<file path="config.mk">
export PLATFORM = sky130hd
export DESIGN_NAME = alu_result_stage
export DESIGN_NICKNAME = d
export VERILOG_FILES = /design/src/rtl/alu_result_stage.sv
export SDC_FILE = /design/constraint.sdc
export NUM_CORES = 1
export LEC_CHECK = 0
export ABC_AREA = 1
export CAP_MARGIN = 20
export CELL_PAD_IN_SITES_DETAIL_PLACEMENT = 0
export CELL_PAD_IN_SITES_GLOBAL_PLACEMENT = 1
export CORE_MARGIN = 2
export CORE_UTILIZATION = 34
export DETAILED_ROUTE_END_ITERATION = 10
export PLACE_DENSITY_LB_ADDON = 0.1
export SETUP_SLACK_MARGIN = 0.2
export SLEW_MARGIN = 20
export SYNTH_ARGS = -nofsm -noshare
export SYNTH_HDL_FRONTEND = slang
export SYNTH_SLANG_ARGS = --single-unit
export TNS_END_PERCENT = 10
</file>
<file path="constraint.sdc">
create_clock -name clk -period 1.8 [get_ports clk]
set_clock_uncertainty 0.15 [all_clocks]
set_input_delay 0.36 -clock clk [delete_from_list [all_inputs] [get_ports clk]]
set_output_delay 0.36 -clock clk [all_outputs]
set_load 0.03 [all_outputs]
</file>
<file path="src/rtl/alu_result_stage.sv">
// alu_result_stage: two-entry registered ALU output stage with valid/ready handshake and status-flags register
module alu_result_stage #(
    parameter int N = 4,
    parameter int R = 3
) (
    input  logic         clk,
    input  logic         rst,
    input  logic         in_valid,
    output logic         in_ready,
    input  logic [N-1:0] in_result,
    input  logic [1:0]   in_flags,
    input  logic [3:0]   in_select,
    input  logic [R-1:0] in_rd,
    input  logic         in_wr_en,
    input  logic         flush,
    output logic         out_valid,
    input  logic         out_ready,
    output logic [N-1:0] out_result,
    output logic [R-1:0] out_rd,
    output logic         out_wr_en,
    output logic [1:0]   status_flags,
    output logic         illegal_op
);
    typedef enum logic [1:0] {EMPTY, ONE, TWO} state_t;
    typedef struct packed {
        logic [N-1:0] result;
        logic [1:0]   flags;
        logic [R-1:0] rd;
        logic         wr_en;
        logic         flags_we;
    } entry_t;
    state_t state;
    entry_t head, skid, incoming;
    logic accept, retire;
    // Handshake events and the filtered form of the incoming entry
    always_comb begin
        accept            = in_valid & in_ready & ~flush;
        retire            = out_valid & out_ready;
        incoming.result   = in_result;
        incoming.flags    = in_flags;
        incoming.rd       = in_rd;
        incoming.wr_en    = in_wr_en & (in_select != 4'd1) & (in_select < 4'd12);
        incoming.flags_we = (in_select >= 4'd1) & (in_select <= 4'd3);
    end
    assign out_result = head.result;
    assign out_rd     = head.rd;
    assign out_wr_en  = head.wr_en;
    // Occupancy FSM with registered handshake outputs, entry storage and architectural flags
    always_ff @(posedge clk) begin
        if (!rst) begin
            state        <= EMPTY;
            out_valid    <= 1'b0;
            in_ready     <= 1'b1;
            head         <= '0;
            skid         <= '0;
            status_flags <= 2'b00;
            illegal_op   <= 1'b0;
        end else if (flush) begin
            state     <= EMPTY;
            out_valid <= 1'b0;
            in_ready  <= 1'b1;
        end else begin
            if (accept && in_select >= 4'd12)
                illegal_op <= 1'b1;
            if (retire && head.flags_we)
                status_flags <= head.flags;
            case (state)
                EMPTY: if (accept) begin
                    head      <= incoming;
                    state     <= ONE;
                    out_valid <= 1'b1;
                end
                ONE: begin
                    if (accept && retire)
                        head <= incoming;
                    else if (accept) begin
                        skid     <= incoming;
                        state    <= TWO;
                        in_ready <= 1'b0;
                    end else if (retire) begin
                        state     <= EMPTY;
                        out_valid <= 1'b0;
                    end
                end
                TWO: if (retire) begin
                    head     <= skid;
                    state    <= ONE;
                    in_ready <= 1'b1;
                end
                default: begin
                    state     <= EMPTY;
                    out_valid <= 1'b0;
                    in_ready  <= 1'b1;
                end
            endcase
        end
    end
endmodule
</file>
; Word-level counts from Yosys, hierarchy flattened
; Index checks and enable logic that the tools add are counted.
[classes]
bitwise = 11
n_reduce_logical = 13
n_eq_ne = 11
n_lt_le_gt_ge = 4
n_mux = 19
[ops]
columns = cell, n
row1 = 2-to-1 mux 11 bit, 3
row2 = one-hot mux 11 bit (3 select lines), 1
row3 = "!= test 2 bit, second input constant", 7
row4 = AND reduction 4 bit, 3
row5 = 2-to-1 mux 2 bit, 5
row6 = AND reduction 5 bit, 2
row7 = 2-to-1 mux 1 bit, 7
row8 = AND 1 bit, 6
row9 = one-hot mux 1 bit (3 select lines), 2
row10 = one-hot mux 2 bit (3 select lines), 1
row11 = inverter 1 bit, 5
row12 = ">= comparator 4 x 1 -> 1 bit, second input constant", 1
row13 = ">= comparator 4 bit, second input constant", 1
row14 = "less-or-equal comparator 4 x 2 -> 1 bit, second input constant", 1
row15 = "< comparator 4 bit, second input constant", 1
row16 = "!= test 4 x 1 -> 1 bit, second input constant", 1
row17 = AND reduction 2 bit, 2
row18 = logical AND 1 bit, 3
row19 = "!= test 3 bit, second input constant", 1
row20 = nonzero test 3 bit, 1
row21 = "== test 2 x 1 -> 1 bit, second input constant", 1
row22 = "== test 2 bit, second input constant", 1
row23 = zero test 2 bit, 1
row24 = OR reduction 2 bit, 1
[totals]
out_inout_bits = 13
elab_cells = 73
input_bits = 19
ff_bits = 29

; Depth between registers and ports, before layout
; Gate-level depths: netlist (run 1).
[logic_depth]
word_depth = 5
depth_mapped = 9
ltp_nobuf = 8

; Least setup slack after synthesis (run 1)
; Ideal clock, no wire load.
[synth_timing]
path_type = register -> register
start = reg in_ready
end = reg skid[0] (netlist name)
setup_slack_ns = 0.276
stages_incl_launch_ff = 7
n_path_buf = 1
synth_period_minus_slack_ns = 1.524
arrival_ns = 1.258
setup_ns = 0.116
required_time_ns = 1.534
path_cell_list = dfxtp_1 > nand2_1 > nor2_1 > nand3_1 > buf_2 > a21oi_1 > nor2_1
[synth_between]
elab_chain_len = 5
[synth_rtl]
columns = item, line_no
row1 = from (decl), 9  ; output logic in_ready,
row2 = from (signal assigned), 53  ; in_ready <= 1'b1;
row3 = from (signal assigned), 61  ; in_ready <= 1'b1;
row4 = from (signal assigned), 79  ; in_ready <= 1'b0;
row5 = AND 1 bit (*) (2 in series), 37  ; accept = in_valid & in_ready & ~flush;
row6 = logical AND 1 bit, 74  ; if (accept && retire)
row7 = inverter 1 bit (no line), n/a
row8 = AND reduction 4 bit (no line) (*), n/a
row9 = to (signal assigned), 77  ; skid <= incoming;
row10 = to (decl), 33  ; entry_t head, skid, incoming;
; Mark *: on every way between the ends. The rest lies on a longest branch, timed or not.
; A chain may end at the register's enable or synchronous reset.

; Final worst setup path (run 1)
[layout_timing]
start = reg in_ready
end = out in_ready
; No word-level cell between the ends.

==> impl_metrics.env, run 1 <==
export IMPL_hold_ws_ps=310
export IMPL_crit_type="reg -> out"
export IMPL_clock_path_buffers=2
export IMPL_drive_above_1_share_pct=11.7
export IMPL_dp_slack_ps=-15.7
export IMPL_peakVddDrop_v=0.000269
export IMPL_synth_cell_types=23
export IMPL_core_mm2=0.00400
export IMPL_routedWlPerCell_um=10.4
export IMPL_crit_path_cell_trace="dlygate4sd2_1"
export IMPL_die_y_um=68.7
export IMPL_wl_met1_um=1710
export IMPL_fin_ws_ps=236
export IMPL_hold_buffers=0
export IMPL_p_leak_nw=0.922
export IMPL_dp_hpwl_um=2270
export IMPL_synth_nets=240
export IMPL_run_status="finished, final reports clean"
export IMPL_grt_first_pass_wirelength_um=5320
export IMPL_min_period_ps=1560
export IMPL_drc_errors=0
export IMPL_area_delta_synth_final_pct=31.3
export IMPL_slew_viol_final=0
export IMPL_endpoint_kind="output port"
export IMPL_top_layer="met4"
export IMPL_yosys_warnings=0
export IMPL_synth_area_leaders="dfxtp_1 (41%), nand2_1 (19%), nor2_1 (13%)"
export IMPL_async_flop_share_pct=0
export IMPL_antenna_found_initial=0
export IMPL_min_from="head[5]$_SDFFE_PN0P_"
export IMPL_wl_met2_um=1270
export IMPL_route_antenna_remaining_nets=0
export IMPL_netlist_area_leader_share_pct=40.8
export IMPL_io_pins=32
export IMPL_crit_buf_inv=1
export IMPL_fin_nets=276
export IMPL_synthMostInstantiatedCell="nand2_1"
export IMPL_htreeDepth=2
export IMPL_diodes=0
export IMPL_period_share_pct=86.9
export IMPL_via_count=1318
export IMPL_clockRootBuffer="clkbuf_8"
export IMPL_track_usage_pct=15.9
export IMPL_grt_max_degree=25
export IMPL_setup_viol=0
export IMPL_tritoncts="done"
export IMPL_start_util_pct=35.5
export IMPL_port_buffers=31
export IMPL_gr_total_overflow=0
export IMPL_postCtsSetupBuffers=0
export IMPL_gp_congestion=0.748
export IMPL_powerDensity_mw_per_mm2=772
export IMPL_drt_wl_total_um=3190
export IMPL_grt_pass1_vias=1147
export IMPL_cts_sinks=29
export IMPL_crit_family="buffers and inverters"
export IMPL_syn_area_mm2=0.00142
export IMPL_slowest_delay_ps=410
export IMPL_first_iter_violations=66
export IMPL_tightest_slew_ps=305
export IMPL_worst_ep_arrival_time_ps=1050
export IMPL_numCtsBuffers=5
export IMPL_critPathMaxFanout=4
export IMPL_clkTransAtPathRegs_ps=60
export IMPL_rows=23
export IMPL_critPathRequiredTime_ps=1290
export IMPL_syn_avg_cell_area_um2=6.43
export IMPL_max_cap_violations=0
export IMPL_setup_worst_path_start="in_ready$_SDFFE_PP1P_"
export IMPL_fp_dieArea_mm2=0.00471
export IMPL_r2r_start="state[1]$_SDFFE_PP0P_"
export IMPL_dr_pass1_iters=4
export IMPL_yosysSeqAreaShare_pct=40.8
export IMPL_ys_dominant_reg_cell="dfxtp_1"
export IMPL_fin_setup_tns_ps=0
export IMPL_rsz0062_at_grt="true"
export IMPL_fp_dieW_um=68.7
export IMPL_clk_latency_ps=270
export IMPL_synthCells=221
export IMPL_synthTopCellsByCount="nand2_1 (72), nor2_1 (49), dfxtp_1 (29)"
export IMPL_yosysTopAreaCell="dfxtp_1"
export IMPL_max_freq_mhz=639
export IMPL_met3_length_um=171
export IMPL_detail_route_vias_per_cell=4.29
export IMPL_totalPowerFinal_mw=1.44
export IMPL_max_slew_margin_pct=79.7
export IMPL_worstSetupStartpointType="flop"
export IMPL_synth_edf_count=0
export IMPL_hold_class="reg -> reg"
export IMPL_hold_viol_final=0
export IMPL_cp_slowest_cell="dlygate4sd2_1"
export IMPL_ys_ff_latch=29
[cell type report]
class                      count  area, µm²
timing repair buffer          44        404
multi-input combinational    156        654
inverter                      21       78.8
tap                           50       62.6
fill                         435       2130
clock buffer                   7       86.3
sequential                    29        581
[placed cells by master (no fill, tap or decap), drive strengths merged]
| cell type | synthesis | final |
|---|---|---|
| buf | 14 | 13 |
| clkdlybuf4s50 | 0 | 18 |
| clkbuf | 1 | 8 |
| nand3 | 3 | 3 |
| nand2 | 74 | 74 |
| a211oi | 1 | 1 |
| o21ai | 14 | 14 |
| a31oi | 1 | 1 |
| a21oi | 9 | 9 |
| o211ai | 1 | 1 |
| nor3 | 1 | 1 |
| nor2 | 51 | 51 |
| inv | 20 | 20 |
| nand3b | 1 | 1 |
| dlygate4sd2 | 0 | 12 |
| clkinv | 1 | 1 |
| dfxtp | 29 | 29 |
[worst paths after layout]
path,cells past startpoint,to,slack (ps)
setup / recovery,1,in_ready,240
hold / removal,2,status_flags[0]$_SDFFE_PN0P_,310
setup reg to reg,7,out_result[2]$_SDFFE_PN0P_,370
hold reg to reg,2,status_flags[0]$_SDFFE_PN0P_,310
[repair_timing]
action                                  CTS  global route
gates cloned                              0             0
endpoints found under the setup margin   13             8
pin swaps                                 0             0
resized for setup                        13             5
[power by group]
group	leakage (nW)	internal (mW)	switching [mW]
sequential	0.236	0.668	0.0113
clock	0.0443	0.303	0.232
combinational	0.642	0.0996	0.127
[layer usage]
layer / up-vias / global-route usage (%)
met3: 5 / 5.36
met2: 33 / 22.2
met5: - / 0
met1: 540 / 22.2
met4: 0 / 6.00
li1: 740 / -
[registers in the layout, indices dropped and copies added (netlist names)]
register,cells
head,3
illegal_op,1
in_ready,1
out_rd,3
out_result,4
out_valid,1
out_wr_en,1
skid,11
state,2
status_flags,2
[logic make-up (layout without fill, tap and decap cells)]
kind of cell | after synthesis | in the layout | share of synthesized area, %
and+or+nand+nor | 130 | 130 | 35.7
buffers and inverters | 36 | 72 | 13.3
DFF | 29 | 29 | 40.8
AOI/OAI and AO/OA | 26 | 26 | 10.2
[per-stage QoR]
step,util [%],cell area (µm²),cells
after floorplan,-,1420,221
after detailed placement,44.9,1790,300
final,46.7,1870,307
after global placement,44.9,1790,300
after global routing,46.7,1870,307
after CTS,46.6,1860,307
Note: power is estimated with default switching activity, not from simulation.
==> run 2, diff against run 1 <==
- CTS_CLUSTER_SIZE: default -> 10
- clock period: 1.8 -> 1.54 ns (I/O delays scaled with it)
==> impl_metrics.env, run 2 (synthesis gave the netlist of run 1 again) <==
export IMPL_grt_pass1_vias=1274
export IMPL_clk_latency_ps=280
export IMPL_slowest_delay_ps=330
export IMPL_io_pins=32
export IMPL_drc_errors=0
export IMPL_crit_path_cell_trace="clkdlybuf4s15_2"
export IMPL_pwr_share_seq_pct=46.2
export IMPL_fp_dieW_um=68.7
export IMPL_drt_wl_total_um=3810
export IMPL_fin_nets=285
export IMPL_via_count=1410
export IMPL_crit_family="flip-flops"
export IMPL_setup_viol=0
export IMPL_fin_util_pct=51.4
export IMPL_critPathRequiredTime_ps=1080
export IMPL_drive_above_1_share_pct=25.5
export IMPL_top_register="skid"
export IMPL_max_slew_margin_pct=79.9
export IMPL_cp_slowest_cell="dfxtp_1"
export IMPL_peakVddDrop_v=0.000369
export IMPL_first_iter_violations=51
export IMPL_p_leak_nw=0.973
export IMPL_track_usage_pct=17.6
export IMPL_max_freq_mhz=731
export IMPL_grt_max_degree=25
export IMPL_clkTransAtPathRegs_ps=70
export IMPL_crit_type="reg -> out"
export IMPL_antenna_found_initial=0
export IMPL_stdcell_count=317
export IMPL_rsz0062_at_grt="true"
export IMPL_grt_first_pass_wirelength_um=5900
export IMPL_crit_buf_inv=1
export IMPL_worstSetupStartpointType="flop"
export IMPL_dp_cells=303
export IMPL_die_y_um=68.7
export IMPL_gr_total_overflow=0
export IMPL_core_mm2=0.00400
export IMPL_tritoncts="done"
export IMPL_min_period_ps=1370
export IMPL_clock_power_share_pct=35.5
export IMPL_power_switching_mw=0.479
export IMPL_fp_dieArea_mm2=0.00471
export IMPL_tightest_slew_ps=301
export IMPL_sw_frac_of_total_pct=28.0
export IMPL_pwr_share_comb_pct=18.4
export IMPL_largest_reg_flops=11
export IMPL_powerDensity_mw_per_mm2=834
export IMPL_clockRootBuffer="clkbuf_8"
export IMPL_hold_viol_final=0
export IMPL_hold_ws_ps=322
export IMPL_dp_hpwl_um=2320
export IMPL_slew_viol_final=0
export IMPL_fin_setup_tns_ps=0
export IMPL_max_cap_violations=0
export IMPL_numCtsBuffers=5
export IMPL_gp_congestion=0.780
export IMPL_area_delta_synth_final_pct=44.5
export IMPL_endpoint_kind="output port"
export IMPL_diodes=0
export IMPL_internal_power_mw=1.23
export IMPL_dr_pass1_iters=4
export IMPL_route_antenna_remaining_nets=0
export IMPL_routedWlPerCell_um=12.0
export IMPL_gr_usage_met2_pct=25.0
export IMPL_htreeDepth=2
export IMPL_period_share_pct=88.8
export IMPL_final_common_cell="nand2_1"
export IMPL_n_fill_cell=425
export IMPL_detail_route_vias_per_cell=4.45
export IMPL_start_util_pct=35.5
export IMPL_run_status="finished, final reports clean"
export IMPL_rows=23
export IMPL_port_buffers=31
export IMPL_met1_usage_pct=24.3
export IMPL_grtUsageMet3_pct=3.90
export IMPL_multi_input_area_um2=709
export IMPL_critPathMaxFanout=2
export IMPL_totalPowerFinal_mw=1.71
export IMPL_clock_path_buffers=2
export IMPL_worst_ep_arrival_time_ps=910
export IMPL_cts_sinks=29
export IMPL_hold_class="reg -> reg"
export IMPL_grt_busiest_layer="met2"
export IMPL_regArea_um2=593
export IMPL_final_cell_mix="nand2_1 (67), nor2_1 (44), dfxtp_1 (25)"
[run 2: changes by cell type in the layout (fill, tap and decap cells not counted), sizes merged]
cell,previous run,this run
buf,13,24
clkdlybuf4s15,0,9
clkdlybuf4s50,18,15
clkinv,1,2
dlygate4sd2,12,2
dlymetal6s2s,0,1
inv,20,21
[run 2: per-layer routing]
metal | wire length [µm] | share of wire [%] | up-vias
met2 | 1670 | 44 | 34
met4 | 66 | 1.7 | 0
met1 | 1940 | 51 | 610
met5 | 0 | 0 | -
met3 | 134 | 3.5 | 7
li1 | - | - | 759
[run 2: worst paths after layout]
kind | start | endpoint | slack, ps | cells past startpoint
setup / recovery | out_result[0]$_SDFFE_PN0P_ | out_result[0] | 170 | 1
hold / removal | head[5]$_SDFFE_PN0P_ | status_flags[0]$_SDFFE_PN0P_ | 320 | 2
setup reg to reg | state[0]$_SDFFE_PP0P_ | skid[8]$_SDFFE_PN0P_ | 210 | 7
hold reg to reg | head[5]$_SDFFE_PN0P_ | status_flags[0]$_SDFFE_PN0P_ | 320 | 2
[run 2: area by class of cell]
| type | instances | share of cell area, % |
|---|---|---|
| flip-flops and latches | 29 | 28.9 |
| multi-input cells | 156 | 34.5 |
| clock inverters | 2 | 0.487 |
| clock buffers | 6 | 3.53 |
| inverters | 21 | 4.08 |
| well taps | 50 | 3.05 |
| repair buffers | 53 | 25.5 |
[run 2: timing repair]
item                                    in CTS  in global routing
setup buffers                                0                  1
hold buffers                                 0                  0
resized for setup                           59                 17
pin swaps                                    3                  3
endpoints found under the setup margin      38                 37
cloned                                       2                  3
[run 2: power by group through the flow]
stage	clock network (mW)	logic (mW)	registers (mW)
floorplan	0	0.165	0.815
global placement	0	0.285	0.808
detailed placement	0	0.285	0.809
CTS	0.630	0.284	0.793
global route	0.661	0.349	0.795
finish	0.607	0.314	0.791
[run 2: per-stage QoR]
step | setup slack (ps) | cell area, µm²
CTS | 138 | 1950
global placement | -195 | 1830
global route | 117 | 2050
finish | 172 | 2050
detailed placement | -196 | 1830
floorplan | 232 | 1430
